File: config.mk
export PLATFORM = sky130hd
export DESIGN_NAME = rom_line_arbiter
export DESIGN_NICKNAME = d
export VERILOG_FILES = /design/src/rtl/rom_line_arbiter.sv
export SDC_FILE = /design/constraint.sdc
export NUM_CORES = 1
export LEC_CHECK = 0
export ABC_AREA = 1
export ABC_CLOCK_PERIOD_IN_PS = 6100
export BUFFER_PORTS_ARGS = -buffer_cell sky130_fd_sc_hd__buf_2
export CORE_MARGIN = 3
export CORE_UTILIZATION = 55
export CTS_BUF_LIST = sky130_fd_sc_hd__clkbuf_8
export CTS_CLUSTER_DIAMETER = 120
export CTS_CLUSTER_SIZE = 30
export DETAILED_ROUTE_END_ITERATION = 8
export HOLD_SLACK_MARGIN = 0.08
export PLACE_DENSITY = 0.73
export SETUP_SLACK_MARGIN = 0.4
export SYNTH_ARGS = -nofsm -noshare
export SYNTH_HDL_FRONTEND = slang
export SYNTH_HIERARCHICAL = 1
export SYNTH_SLANG_ARGS = --single-unit
export TNS_END_PERCENT = 1
File: constraint.sdc
create_clock -name clk_sys -period 6.1 [get_ports clk_sys]
set_input_delay 0.915 -clock clk_sys [delete_from_list [all_inputs] [get_ports clk_sys]]
set_output_delay 0.915 -clock clk_sys [all_outputs]
set_load 0.01 [all_outputs]
File: src/rtl/rom_line_arbiter.sv
// Multi-channel byte ROM reader: each channel keeps one cached 8-byte line,
// misses share a single 64-bit memory read port through a round-robin arbiter.

module rom_line_lane #(
    parameter int AW = 18
) (
    input  logic          clk_sys,
    input  logic          reset,
    input  logic          flush,
    input  logic          req,
    input  logic [AW-1:0] addr,
    input  logic          issue,
    input  logic          fill,
    input  logic          fill_keep,
    input  logic [63:0]   mem_data,
    output logic [7:0]    dout,
    output logic          rdy,
    output logic          busy,
    output logic          pending,
    output logic [AW-4:0] tag
);
    logic        valid;
    logic        issued;
    logic [63:0] line;
    logic [2:0]  off;
    logic        hit;

    assign hit     = req && !busy && valid && (tag == addr[AW-1:3]) && !flush;
    assign pending = busy && !issued;

    always_ff @(posedge clk_sys or posedge reset) begin
        if (reset) begin
            valid  <= 1'b0;
            issued <= 1'b0;
            busy   <= 1'b0;
            rdy    <= 1'b0;
            dout   <= '0;
            line   <= '0;
            off    <= '0;
            tag    <= '0;
        end else begin
            rdy <= 1'b0;
            if (flush) valid <= 1'b0;
            if (issue) issued <= 1'b1;
            if (fill) begin
                line   <= mem_data;
                valid  <= fill_keep;
                busy   <= 1'b0;
                issued <= 1'b0;
                rdy    <= 1'b1;
                dout   <= mem_data[{off, 3'b000} +: 8];
            end else if (req && !busy) begin
                if (hit) begin
                    rdy  <= 1'b1;
                    dout <= line[{addr[2:0], 3'b000} +: 8];
                end else begin
                    // line is being replaced; it only becomes valid again on fill
                    busy  <= 1'b1;
                    tag   <= addr[AW-1:3];
                    off   <= addr[2:0];
                    valid <= 1'b0;
                end
            end
        end
    end
endmodule

module rom_line_arbiter #(
    parameter  int NCH = 2,
    parameter  int AW  = 18,
    localparam int CHW = (NCH > 1) ? $clog2(NCH) : 1
) (
    input  logic              clk_sys,
    input  logic              reset,
    input  logic              flush,
    input  logic [NCH-1:0]    ch_req,
    input  logic [NCH*AW-1:0] ch_addr,
    output logic [NCH*8-1:0]  ch_dout,
    output logic [NCH-1:0]    ch_rdy,
    output logic [NCH-1:0]    ch_busy,
    output logic [CHW+AW-4:0] mem_addr,
    output logic              mem_req,
    input  logic [63:0]       mem_data,
    input  logic              mem_ready
);
    typedef enum logic {S_IDLE, S_WAIT} state_t;

    state_t                   state, state_nxt;
    logic [NCH-1:0]           pending;
    logic [NCH-1:0][AW-4:0]   tags;
    logic [CHW-1:0]           ptr, gnt, gsel, idx;
    logic                     found, issue_any, fill_any, flushed;

    always_ff @(posedge clk_sys or posedge reset) begin
        if (reset) state <= S_IDLE;
        else       state <= state_nxt;
    end

    always_comb begin
        state_nxt = state;
        issue_any = 1'b0;
        fill_any  = 1'b0;
        gsel      = '0;
        idx       = '0;
        found     = 1'b0;
        for (int k = 1; k <= NCH; k++) begin
            idx = CHW'((int'(ptr) + k) % NCH);
            if (!found && pending[idx]) begin
                found = 1'b1;
                gsel  = idx;
            end
        end
        case (state)
            S_IDLE: if (found) begin
                issue_any = 1'b1;
                state_nxt = S_WAIT;
            end
            S_WAIT: if (mem_ready) begin
                fill_any  = 1'b1;
                state_nxt = S_IDLE;
            end
            default: state_nxt = S_IDLE;
        endcase
    end

    always_ff @(posedge clk_sys or posedge reset) begin
        if (reset) begin
            ptr      <= CHW'(NCH - 1);
            gnt      <= '0;
            mem_req  <= 1'b0;
            mem_addr <= '0;
            flushed  <= 1'b0;
        end else begin
            mem_req <= issue_any;
            if (issue_any) begin
                ptr      <= gsel;
                gnt      <= gsel;
                mem_addr <= {gsel, tags[gsel]};
                flushed  <= flush;
            end else if (flush) begin
                flushed  <= 1'b1;
            end
        end
    end

    // a fill that saw any flush since its grant is delivered but not cached
    for (genvar i = 0; i < NCH; i++) begin : g_lane
        rom_line_lane #(.AW(AW)) u_lane (
            .clk_sys   (clk_sys),
            .reset     (reset),
            .flush     (flush),
            .req       (ch_req[i]),
            .addr      (ch_addr[i*AW +: AW]),
            .issue     (issue_any && (gsel == CHW'(i))),
            .fill      (fill_any && (gnt == CHW'(i))),
            .fill_keep (!flushed && !flush),
            .mem_data  (mem_data),
            .dout      (ch_dout[i*8 +: 8]),
            .rdy       (ch_rdy[i]),
            .busy      (ch_busy[i]),
            .pending   (pending[i]),
            .tag       (tags[i])
        );
    end
endmodule

# Word-level counts from Yosys, hierarchy flattened
# Index checks and enable logic that the tools add are counted.
[totals] reg_bits=209 input_bits=106 output_inout_bits=37 wordCells=126
[classes] n_addsub=2 magnitude_cmp=3 eq_ne=4 shifts=4 mux=48 n_bitwise=7 n_reduce_logical=36
[op_table] operator="indexed part select 64 x 7 -> 8 bit" n=4
[op_table] operator="2-to-1 mux 8 bit" n=6
[op_table] operator="2-to-1 mux 1 bit" n=39
[op_table] operator="equality test 15 bit" n=2
[op_table] operator="2-to-1 mux 15 bit" n=2
[op_table] operator="logical AND 1 bit" n=16
[op_table] operator="nonzero test 2 bit" n=7
[op_table] operator="AND reduction 2 bit" n=4
[op_table] operator="logical NOT 1 bit" n=7
[op_table] operator="inverter 1 bit" n=7
[op_table] operator="less-than comparator 1 x 2 -> 1 bit, second input constant" n=3
[op_table] operator="AND reduction 3 bit" n=2
[op_table] operator="!= test 2 x 1 -> 1 bit, second input constant" n=2
[op_table] operator="adder 1 bit, second input constant" n=2
[op_table] operator="one-hot mux 1 bit (2 select lines)" n=1

# Logic depth before layout (Yosys ltp)
[logic_depth] word_depth=13 depth_mapped=11 ltp_nobuf=10

# Cells and area by module
# Netlist, hierarchy kept.
[by_module_without_submodules] mod="rom_line_lane" instances=2 cells_per_inst=758 area_per_inst_um2=5208.7 seq_area_each_um2=2352.3
[by_module_without_submodules] mod="rom_line_arbiter" instances=1 cells_per_inst=110 area_per_inst_um2=1087.3 seq_area_each_um2=501.7

# Least setup slack after synthesis
# OpenSTA, ideal clock, no wires.
[synth_path] path_kind="in2reg" from="input port mem_ready" to="register g_lane[0].u_lane.line[16]" setup_ps=116 arrival_time_ps=1791 required_time_ps=5984 slack_ps=4192 cell_stages=8 n_path_buf=3 cell_sequence="nand2_1 nor2_1 buf_2 clkinv_1 buf_2 buf_2 nand2_1 nand2_1"
[synth_between] elab_chain_len=3
[synth_rtl] item="from (decl)" line="84" source="input logic mem_ready"
[synth_rtl] item="2-to-1 mux 1 bit" line="118" source="S_WAIT: if (mem_ready) begin"
[synth_rtl] item="2-to-1 mux 1 bit" line="113" source="case (state)"
[synth_rtl] item="logical AND 1 bit" line="155" source=".fill (fill_any && (gnt == CHW'(i))),"
[synth_rtl] item="to (signal assigned)" line="46" source="line <= mem_data;"
[synth_rtl] item="to (decl)" line="24" source="logic [63:0] line;"
# No other way between the ends.
# A chain may end at the register's enable or synchronous reset.

# Final worst setup path
[layout_path] from="register state" to="register g_lane[0].u_lane.tag[7]"
[layout_between] elab_chain_len=4
[layout_rtl] item="from (decl)" line="88" source="state_t state, state_nxt;"
[layout_rtl] item="from (signal assigned)" line="96" source="else state <= state_nxt;"
[layout_rtl] item="2-to-1 mux 1 bit" line="113"
[layout_rtl] item="logical AND 1 bit" line="155"
[layout_rtl] item="inverter 1 bit (no line)"
[layout_rtl] item="AND reduction 3 bit (no line)"
[layout_rtl] item="to (signal assigned)" line="59" source="tag <= addr[AW-1:3];"
[layout_rtl] item="to (decl)" line="20" source="output logic [AW-4:0] tag"
# No other way between the ends.

==> flow_metrics.py <==
metrics = {
    "floorplanning": {
        "start_util_pct": 56.49,
        "die_h_um": 150.6,
        "core-area_mm2": 0.02036,
        "row_count": 52,
        "die-area_mm2": 0.02269,
        "io_pins": 143,
        "die_width_um": 150.6,
    },
    "yosys": {
        "netlist_area_mm2": 0.01150,
        "synth-edff-count": 0,
        "ys.flop_type": "dfrtp_1",
        "syn-num-nets": 1732,
        "yosysWarningCount": 6,
        "synth.most_common_cell": "nand2_1",
        "syn-instance-count": 1626,
        "yosysUniqueCellTypes": 27,
        "synth.area.top_cells": "dfrtp_1 45%, nand2_1 21%, nor2_1 6.0%, o21ai_0 5.8%, inv_1 4.4%",
        "ys_top_cells_by_count": "632 x nand2_1, 207 x dfrtp_1, 185 x nor2_1, 136 x inv_1, 133 x o21ai_0",
        "ys_async_sr_fraction_pct": 100.0,
        "netlist.area_leader.share_pct": 45.02,
        "synth_top_cell_by_area": "dfrtp_1",
        "synth-seq-cells": 208,
        "yosysSeqAreaShare_pct": 45.25,
        "avgSynthCellArea_um2": 7.076,
    },
    "global_routing": {
        "grt_pass1_wl_um": 51630,
        "gr-total-overflow": 0,
        "grt_usage_pct": 28.79,
        "first_global_vias": 9480,
        "antenna_found_initial": 0,
        "grt_max_degree": 107,
    },
    "setup_path": {
        "cp-startpoint": "state$_DFF_PP0_",
        "end_kind": "flop",
        "rr_endpoint": "g_lane[0].u_lane/tag[7]$_DFFE_PP0P_",
        "cp.required_ns": 6.54,
        "critPathKind": "flop to flop",
        "start_kind": "flop",
        "worstPathArrival_ns": 3.02,
        "crit_fanout": 70,
        "reg2reg_from": "state$_DFF_PP0_",
        "crit_end": "g_lane[0].u_lane/tag[7]$_DFFE_PP0P_",
        "r2r_slack_ns": 3.52,
        "rr_worst_depth": 6,
    },
    "drt": {
        "drt_iter0_drc": 1211,
        "vias_per_cell": 5.447,
        "drc": 0,
        "firstDrtPassIters": 5,
        "routed_wl_um": 32490,
        "wire_per_inst_um": 16.57,
        "final_antenna_net_count": 0,
        "vias": 10680,
    },
    "place": {
        "place_congestion": 0.8671,
        "dpl_cell_area_mm2": 0.01210,
        "dpl.hpwl_um": 22890,
        "placedCellCount": 1946,
        "portBuffers": 142,
    },
    "timing": {
        "finalHoldViolCount": 0,
        "clock.fmax_mhz": 387.3,
        "finalSetupViolations": 0,
        "grt_setup_unrepaired": "no",
        "slew_headroom_pct": 18.77,
        "worstMarginPinSlew_ns": 1.218,
        "period_share_pct": 42.33,
        "tns_ns": 0,
        "skew_ns": 0.02112,
        "finalCriticalPeriod_ns": 2.582,
        "slew_violations": 0,
    },
    "cts": {
        "cts_sinks": 208,
        "cts_hold_buf": 0,
        "post_cts_buffers": 0,
        "cts_max_path_buffers": 3,
        "cts_root_buffer": "clkbuf_8",
        "cts_tree": "built",
        "clock_latency_ns": 0.52,
        "numCtsBuffers": 10,
        "ctsResizeCount": 0,
        "h-tree-depth": 1,
        "clk_pin_slew_ns": 0.18,
    },
    "power": {
        "pwr_density_cell_mw_per_mm2": 317.9,
        "ir_drop_uv": 157.7,
        "p_int_uw": 2366,
        "p_seq_share_pct": 50.1,
        "leakage_uw": 0.006642,
        "pwr-share-comb_pct": 34.5,
        "switching_share_pct": 39.40,
        "clockPowerShare_pct": 15.3,
        "power_uw": 3903,
        "power_switching_uw": 1538,
    },
    "outcome": {
        "status": "finished, final reports clean",
    },
    "worst_hold_path": {
        "hp-class": "input pin to asynchronous set/reset pin",
    },
    "cells_and_area": {
        "syn_to_final_growth_pct": 6.721,
        "drive_above_1_share_pct": 12.06,
        "nNetsFinal": 1794,
        "final_area_mm2": 0.01228,
        "diodes": 0,
        "layoutNonFillerInstCount": 1961,
    },
    "flow_run": {
        "maxCapViolCount": 0,
    },
}
cell families (layout without fill, tap and decap cells):
| group | Yosys count | after routing | share of synthesized area, % |
|---|---|---|---|
| compound gates | 202 | 202 | 10.32 |
| buf+inv | 242 | 307 | 9.320 |
| flops | 208 | 208 | 45.25 |
| simple gates | 974 | 974 | 35.11 |
metrics by stage:
stage               utilization (%)  setup slack, ns  hold slack [ns]
floorplan                         -            2.736           0.4424
detailed placement            59.42            2.985           0.4586
finish                        60.29            3.518           0.3399
global route                  60.29            3.302           0.3306
global placement              59.42            3.013           0.4538
CTS                           60.29            3.540           0.3320
placed cells by master (no fill, tap or decap), drive strengths merged:
| cell type | synthesis | routed |
|---|---|---|
| nand3 | 96 | 96 |
| o21ai | 135 | 135 |
| buf | 72 | 152 |
| a21oi | 1 | 1 |
| o211ai | 64 | 64 |
| dfstp | 1 | 1 |
| o21a | 2 | 2 |
| nand2 | 638 | 638 |
| nor2 | 189 | 189 |
| inv | 138 | 143 |
| clkbuf | 30 | 12 |
| dfrtp | 207 | 207 |
| nand4 | 51 | 51 |
metal layers:
layer / global-route usage, % / vias up / routed length [µm] / part of all wire [%]
met2: 40.95 / 463 / 13720 / 42
met5: 0 / - / 0 / 0
met1: 47.41 / 4915 / 15180 / 47
met4: 5.621 / 0 / 637 / 2.0
li1: - / 5259 / - / -
met3: 3.251 / 44 / 2944 / 9.1
critical path, stage by stage (launching register included):
cell	delay [ns]
dfrtp_1	0.48
nand2_1	0.19
nor2_4	0.05
inv_2	0.84
nand3_2	0.64
nand2_1	0.20
nand2_1	0.06
power by group through the flow:
stage               Clock [µW]  Sequential [µW]  Combinational, µW
floorplan                    0             1930               1010
global placement             0             1970               1300
detailed placement           0             1980               1340
CTS                        618             1950               1340
global route               665             2000               1550
finish                     599             1960               1350
area by class of cell:
type | instances | area [µm²]
clock buffers | 12 | 165.2
clock inverters | 3 | 11.26
fillers | 1963 | 8087
inverters | 140 | 530.5
multi-input cells | 1176 | 5241
flip-flops and latches | 208 | 5206
well taps | 270 | 337.8
repair buffers | 152 | 785.8
registers in the layout, summed over array words and instances, names as in the netlist:
| register | count |
|---|---|
| ptr | 1 |
| g_lane.u_lane/dout | 16 |
| flushed | 1 |
| g_lane.u_lane/busy | 2 |
| g_lane.u_lane/tag | 30 |
| g_lane.u_lane/valid | 2 |
| g_lane.u_lane/off | 6 |
| g_lane.u_lane/issued | 2 |
| mem_req | 1 |
| g_lane.u_lane/line | 128 |
| mem_addr | 16 |
| state | 1 |
| g_lane.u_lane/rdy | 2 |
how the worst min path moves through the flow:
stage,startpoint,to,slack [ns],cells after the start
2_1_floorplan,g_lane[0].u_lane/line[16]$_DFFE_PP0P_,g_lane[0].u_lane/line[16]$_DFFE_PP0P_,0.44,2
3_3_place_gp,g_lane[1].u_lane/line[52]$_DFFE_PP0P_,g_lane[1].u_lane/line[52]$_DFFE_PP0P_,0.45,2
3_5_place_dp,g_lane[0].u_lane/line[18]$_DFFE_PP0P_,g_lane[0].u_lane/line[18]$_DFFE_PP0P_,0.46,2
4_1_cts,reset,g_lane[0].u_lane/issued$_DFFE_PP0P_,0.33,2
5_1_grt,reset,g_lane[0].u_lane/tag[2]$_DFFE_PP0P_,0.33,2
6_report,reset,g_lane[0].u_lane/tag[3]$_DFFE_PP0P_,0.34,2
Power figures use the tool's default switching activity.
